**src/rtl/signed_frame_acc_pkg.sv**
```systemverilog
// Shared types and helpers for the signed frame accumulator.
// The SIGNED_FRAME_ACC_SATURATE_EN build option is handled in signed_add_ovf_sat.
package signed_frame_acc_pkg;

  typedef enum logic [0:0] {
    ACCUM = 1'b0,
    HOLD  = 1'b1
  } state_e;

  // An add overflows when both operands share a sign and the result's sign differs from it.
  // Operands are passed zero-extended to 64 bits; width selects which bit is the sign bit.
  function automatic logic add_overflows(input logic [63:0] a,
                                         input logic [63:0] b,
                                         input logic [63:0] sum,
                                         input int          width);
    logic [5:0] msb;
    msb = 6'(width - 1);
    return (a[msb] == b[msb]) && (sum[msb] != a[msb]);
  endfunction

endpackage

```
**src/rtl/signed_add_ovf_sat.sv**
```systemverilog
// Combinational WIDTH-bit two's-complement adder with overflow detection.
// With SIGNED_FRAME_ACC_SATURATE_EN defined, overflowing results clamp to the signed range.
module signed_add_ovf_sat
  import signed_frame_acc_pkg::*;
#(
  parameter int WIDTH = 8
) (
  input  logic [WIDTH-1:0] i_a,
  input  logic [WIDTH-1:0] i_b,
  output logic [WIDTH-1:0] o_sum,
  output logic             o_ovf
);

  logic [WIDTH-1:0] w_raw;
  logic             w_ovf;

  assign w_raw = i_a + i_b;
  assign w_ovf = add_overflows(64'(i_a), 64'(i_b), 64'(w_raw), WIDTH);
  assign o_ovf = w_ovf;

`ifdef SIGNED_FRAME_ACC_SATURATE_EN
  localparam logic [WIDTH-1:0] SAT_MAX = {1'b0, {(WIDTH-1){1'b1}}};
  localparam logic [WIDTH-1:0] SAT_MIN = {1'b1, {(WIDTH-1){1'b0}}};

  // Overflow implies both operands share a sign, so i_a's sign picks the clamp direction.
  always_comb begin
    o_sum = w_raw;
    if (w_ovf) begin
      o_sum = i_a[WIDTH-1] ? SAT_MIN : SAT_MAX;
    end
  end
`else
  assign o_sum = w_raw;
`endif

endmodule

```
**src/rtl/signed_frame_accumulator.sv**
```systemverilog
// Accumulates signed samples into a frame sum with sticky overflow and beat count.
// Optional build macro SIGNED_FRAME_ACC_SATURATE_EN selects saturating adds instead of wrap.
module signed_frame_accumulator
  import signed_frame_acc_pkg::*;
#(
  parameter  int WIDTH   = 8,
  parameter  int MAX_LEN = 16,
  localparam int CNT_W   = $clog2(MAX_LEN + 1)
) (
  input  logic             clk,
  input  logic             rst_n,
  input  logic             clear,
  input  logic             in_valid,
  output logic             in_ready,
  input  logic [WIDTH-1:0] in_data,
  input  logic             in_last,
  output logic             out_valid,
  input  logic             out_ready,
  output logic [WIDTH-1:0] out_sum,
  output logic             out_overflow,
  output logic [CNT_W-1:0] out_count
);

  state_e           r_state;
  logic [WIDTH-1:0] r_acc;
  logic             r_ovf;
  logic [CNT_W-1:0] r_cnt;
  logic             r_in_ready;
  logic             r_out_valid;
  logic [WIDTH-1:0] r_out_sum;
  logic             r_out_ovf;
  logic [CNT_W-1:0] r_out_cnt;

  logic [WIDTH-1:0] w_sum;
  logic             w_add_ovf;
  logic [CNT_W-1:0] w_cnt_next;
  logic             w_accept;
  logic             w_frame_end;

  signed_add_ovf_sat #(
    .WIDTH (WIDTH)
  ) u_adder (
    .i_a   (r_acc),
    .i_b   (in_data),
    .o_sum (w_sum),
    .o_ovf (w_add_ovf)
  );

  // clear suppresses acceptance even though in_ready may read 1 in that cycle.
  assign w_accept    = in_valid && r_in_ready && (r_state == ACCUM) && !clear;
  assign w_cnt_next  = r_cnt + CNT_W'(1);
  assign w_frame_end = in_last || (w_cnt_next == CNT_W'(MAX_LEN));

  always_ff @(posedge clk or negedge rst_n) begin
    if (!rst_n) begin
      r_state     <= ACCUM;
      r_acc       <= '0;
      r_ovf       <= 1'b0;
      r_cnt       <= '0;
      r_in_ready  <= 1'b0;
      r_out_valid <= 1'b0;
      r_out_sum   <= '0;
      r_out_ovf   <= 1'b0;
      r_out_cnt   <= '0;
    end else if (clear) begin
      r_state     <= ACCUM;
      r_acc       <= '0;
      r_ovf       <= 1'b0;
      r_cnt       <= '0;
      r_in_ready  <= 1'b1;
      r_out_valid <= 1'b0;
    end else begin
      case (r_state)
        ACCUM: begin
          // Also raises in_ready on the first edge after reset release.
          r_in_ready <= 1'b1;
          if (w_accept) begin
            if (w_frame_end) begin
              r_out_sum   <= w_sum;
              r_out_ovf   <= r_ovf | w_add_ovf;
              r_out_cnt   <= w_cnt_next;
              r_out_valid <= 1'b1;
              r_in_ready  <= 1'b0;
              r_state     <= HOLD;
              r_acc       <= '0;
              r_ovf       <= 1'b0;
              r_cnt       <= '0;
            end else begin
              r_acc <= w_sum;
              r_ovf <= r_ovf | w_add_ovf;
              r_cnt <= w_cnt_next;
            end
          end
        end
        HOLD: begin
          if (out_ready) begin
            r_out_valid <= 1'b0;
            r_in_ready  <= 1'b1;
            r_state     <= ACCUM;
          end
        end
        default: begin
          r_state <= ACCUM;
        end
      endcase
    end
  end

  assign in_ready     = r_in_ready;
  assign out_valid    = r_out_valid;
  assign out_sum      = r_out_sum;
  assign out_overflow = r_out_ovf;
  assign out_count    = r_out_cnt;

endmodule

```
**config.mk**
```make
export PLATFORM = sky130hd
export DESIGN_NAME = signed_frame_accumulator
export DESIGN_NICKNAME = d
export VERILOG_FILES = /design/src/rtl/signed_frame_acc_pkg.sv /design/src/rtl/signed_add_ovf_sat.sv /design/src/rtl/signed_frame_accumulator.sv
export SDC_FILE = /design/constraint.sdc
export NUM_CORES = 1
export LEC_CHECK = 0
export BUFFER_PORTS_ARGS = -buffer_cell sky130_fd_sc_hd__clkbuf_2
export CORE_ASPECT_RATIO = 0.75
export CORE_UTILIZATION = 59
export CTS_CLUSTER_SIZE = 24
export DETAILED_ROUTE_END_ITERATION = 16
export GPL_ROUTABILITY_DRIVEN = 0
export PLACE_DENSITY_LB_ADDON = 0.3
export SLEW_MARGIN = 20
export SYNTH_ARGS = -nofsm -noshare
export SYNTH_HDL_FRONTEND = slang
export SYNTH_HIERARCHICAL = 1
export SYNTH_SLANG_ARGS = --single-unit
```
**constraint.sdc**
```tcl
create_clock -name clk -period 5.53 [get_ports clk]
set_clock_uncertainty 0.1 [all_clocks]
set_input_delay 0.2765 -clock clk [delete_from_list [all_inputs] [get_ports clk]]
set_output_delay 0.2765 -clock clk [all_outputs]
set_load 0.02 [all_outputs]
```
==> run metrics <==
final setup TNS 0 ns; CTS tree built; initial antenna violation count 0; die area roughly 3100 sq um; port bufs 29; IO Pins 30; largest net degree at the start of global routing 32; Least-Margin Pin Slew between 0.7 and 0.8 ns; max incr delay on CP approximately 0.50 ns; post-CTS setup buffer count 0; initial DRC count between 40 and 50; final worst slack about 3.2 ns; Comb pwr share 0.216; Via density 5.702; Int Power roughly 0.00046 W; grt ovf 0; syn nets between 150 and 200; post-route ant nets 0; Flop pwr share 0.428; Max Cap Violations 0; worst-path fanout max 16; ranking of synthesized cells by area dfrtp_1 (46%), ha_1 (6.7%), a22o_1 (5.2%), mux2_2 (4.7%), mux2_4 (4.5%); Max Root-Sink Buffers 2; via count 1,226; HPWL after detailed placement 2348 microns; drt first pass iters 4; status finished, final reports clean; Top delay family on crit path compound AO/OA/AOI/OAI gates; R2R cell count 6; top_reg_cell synth dfrtp_1; Clock power frac 0.357; Final setup viols 0; leading area contributor after synthesis dfrtp_1; leak pwr 1.023 nW; Worst Hold Path EP out_valid; Worst Hold Class input pin to flip-flop; Final Power ~0.00064 W; Yosys warning count 6; fmax 435.1 MHz; crit start category flip-flop; cells along the critical path ha_1 > nor2_1 > o21ba_2 > o21ai_2 > o21ai_4 > mux2_2; Critical Path Start r_cnt[0]; # rows 16; synthesized flop and latch total 31; CTS Buf Count 5; clock insertion delay at the later pin of the skew report between 0.2 and 0.3 ns; Slowest cell on crit path o21ai_4; register area share after synthesis 0.4630; worst flop-to-flop path startpoint r_cnt[0]; RSZ-0062 raised after global routing false; crit path buf inv count 0; Routed WL per cell approximately 15 microns; Post-synth EDFFs 0; Fillers between 150 and 200; first-pass GRT wire length between 5000 and 6000 microns; diode count 0; Arr. time, crit path approximately 2.4 ns; Synth Cell Area about 1700 sq um; reg-to-reg endpoint out_count[1]; max_slew headroom 0.5091; Max Slew Vio Count 0; Mean Syn Cell Area about 12 sq um; die width ~64 microns; H-Tree Depth 2; worst hold start clear; core area roughly 2600 sq um; R2R Setup Slk approximately 3.2 ns; DRC 0; Total GRT Usage 0.2346; Syn-to-layout area delta 18.22%; Commonest cells post-synth dfrtp_1 (31), nand2_1 (16), a22o_1 (10), ha_1 (9), mux2_2 (7); final net count 202; die height 48.15 microns; Starting Density 0.6340; CTS clock-pin slew for the worst setup and hold paths about 0.06 ns; Synth cell types 41; fin crit share 0.4156; Tmin final about 2.3 ns; power per cell area between 300 and 400 nW/um^2; Worst EP required between 5 and 6 ns; Root Buffer clkbuf_8; Post-synth ARST share 1.000; Post-Route WL approximately 3200 microns; DP Worst Slack around 3.2 ns; CTS sink cnt 31; vias in the first global route 1,138; worst vdd rail ir drop 257.5 uV; CP Capture Type flip-flop; post-synthesis cell count 143; Net Sw Frac 0.2773; fraction of layout cells with a size suffix above 1 0.3296; top cell type's share of synthesized area 0.4630; WHS Path Cells 3; Fin. Hold Viols 0; most instantiated library cell after synthesis dfrtp_1; kind of critical path flip-flop to flip-flop; Net Switching roughly 0.00018 W
-- repair_timing --
| item | CTS | global route |
|---|---|---|
| endpoints found under the setup margin | 0 | 0 |
| hold endpoints to repair | 31 | 0 |
| hold buffers | 1 | 0 |
| resized for setup | 0 | 0 |
-- layer usage --
metal,GRT usage,up-vias,part of all wire
met2,0.3660,24,0.48
met1,0.3087,609,0.47
met4,0.1182,0,0.0090
met3,0.07009,5,0.039
li1,-,588,-
met5,0,-,0
-- cell usage in the layout (no fill, tap or decap), types with 2 or more instances in the layout --
master | synthesis | layout
dfrtp_1 | 31 | 31
clkbuf_2 | 0 | 29
nand2_1 | 16 | 16
a22o_1 | 10 | 10
ha_1 | 9 | 9
mux2_2 | 7 | 7
xnor2_1 | 6 | 6
clkbuf_8 | 0 | 6
nor2_1 | 5 | 5
inv_1 | 5 | 5
mux2_4 | 5 | 5
a21oi_1 | 4 | 4
o21a_1 | 3 | 3
mux2i_1 | 3 | 3
a21o_1 | 3 | 3
o21ai_0 | 3 | 3
xor2_1 | 3 | 3
nand3b_1 | 2 | 2
or3_1 | 2 | 2
nor2b_1 | 2 | 2
or2_2 | 2 | 2
-- stage by stage --
step                utilization  cell area (sq um)  instances  hold WS, ns
floorplan                     -               1675        143      -0.1191
global route             0.7495               1981        215       0.1793
CTS                      0.7495               1981        215       0.1760
detailed placement       0.7012               1853        206       0.2788
global placement         0.7012               1853        206       0.2633
finish                   0.7495               1981        215       0.1864
-- final cells by class --
cell class              instances  area, sq um  share of cell area
clock buffers                   6        82.58             0.04169
clock inverters                 2        35.03             0.01769
inverters                       5        18.77            0.009476
multi-input cells             104        860.8              0.4346
flip-flops and latches         31        775.7              0.3917
well taps                      36        45.04             0.02274
repair buffers                 31        162.7             0.08212
-- flip-flops by register name (all words and copies together), names as in the netlist --
name          cells
out_sum           8
r_acc             8
out_count         5
r_cnt             5
in_ready          1
out_overflow      1
out_valid         1
r_ovf             1
r_state           1
-- how the worst max path moves through the flow --
stage                   endpoint  slack, ns  cells past startpoint
detailed placement  out_count[1]       3.23                      6
floorplan           out_count[2]       3.55                      7
finish              out_count[1]       3.23                      6
CTS                 out_count[1]       3.22                      6
global route          out_sum[4]       3.11                      6
global placement    out_count[1]       3.36                      6
-- cell families (layout without fill, tap and decap cells) --
family,count (synthesis),in the layout,synth area share
AND/OR/NAND/NOR,36,36,0.1165
AO/OA/AOI/OAI,34,34,0.1613
flip-flops,31,31,0.4630
multiplexers,15,15,0.1098
adder cells (fa/ha/maj),10,10,0.07917
XOR/XNOR,9,9,0.04705
buffers and inverters,8,44,0.02315
-- power groups by stage --
stage | combinational (W) | clock [W] | sequential (W)
global route | 0.000150 | 0.000244 | 0.000276
global placement | 0.000133 | 0 | 0.000275
floorplan | 0.0000618 | 0 | 0.000303
detailed placement | 0.000137 | 0 | 0.000277
finish | 0.000137 | 0.000227 | 0.000273
CTS | 0.000138 | 0.000232 | 0.000273
-- tightest hold or removal path, stage by stage --
cell and delay, ns:
clkbuf_2 0.11, nand3b_1 0.10, nand2_1 0.05
Note: power is estimated with default switching activity, not from simulation.
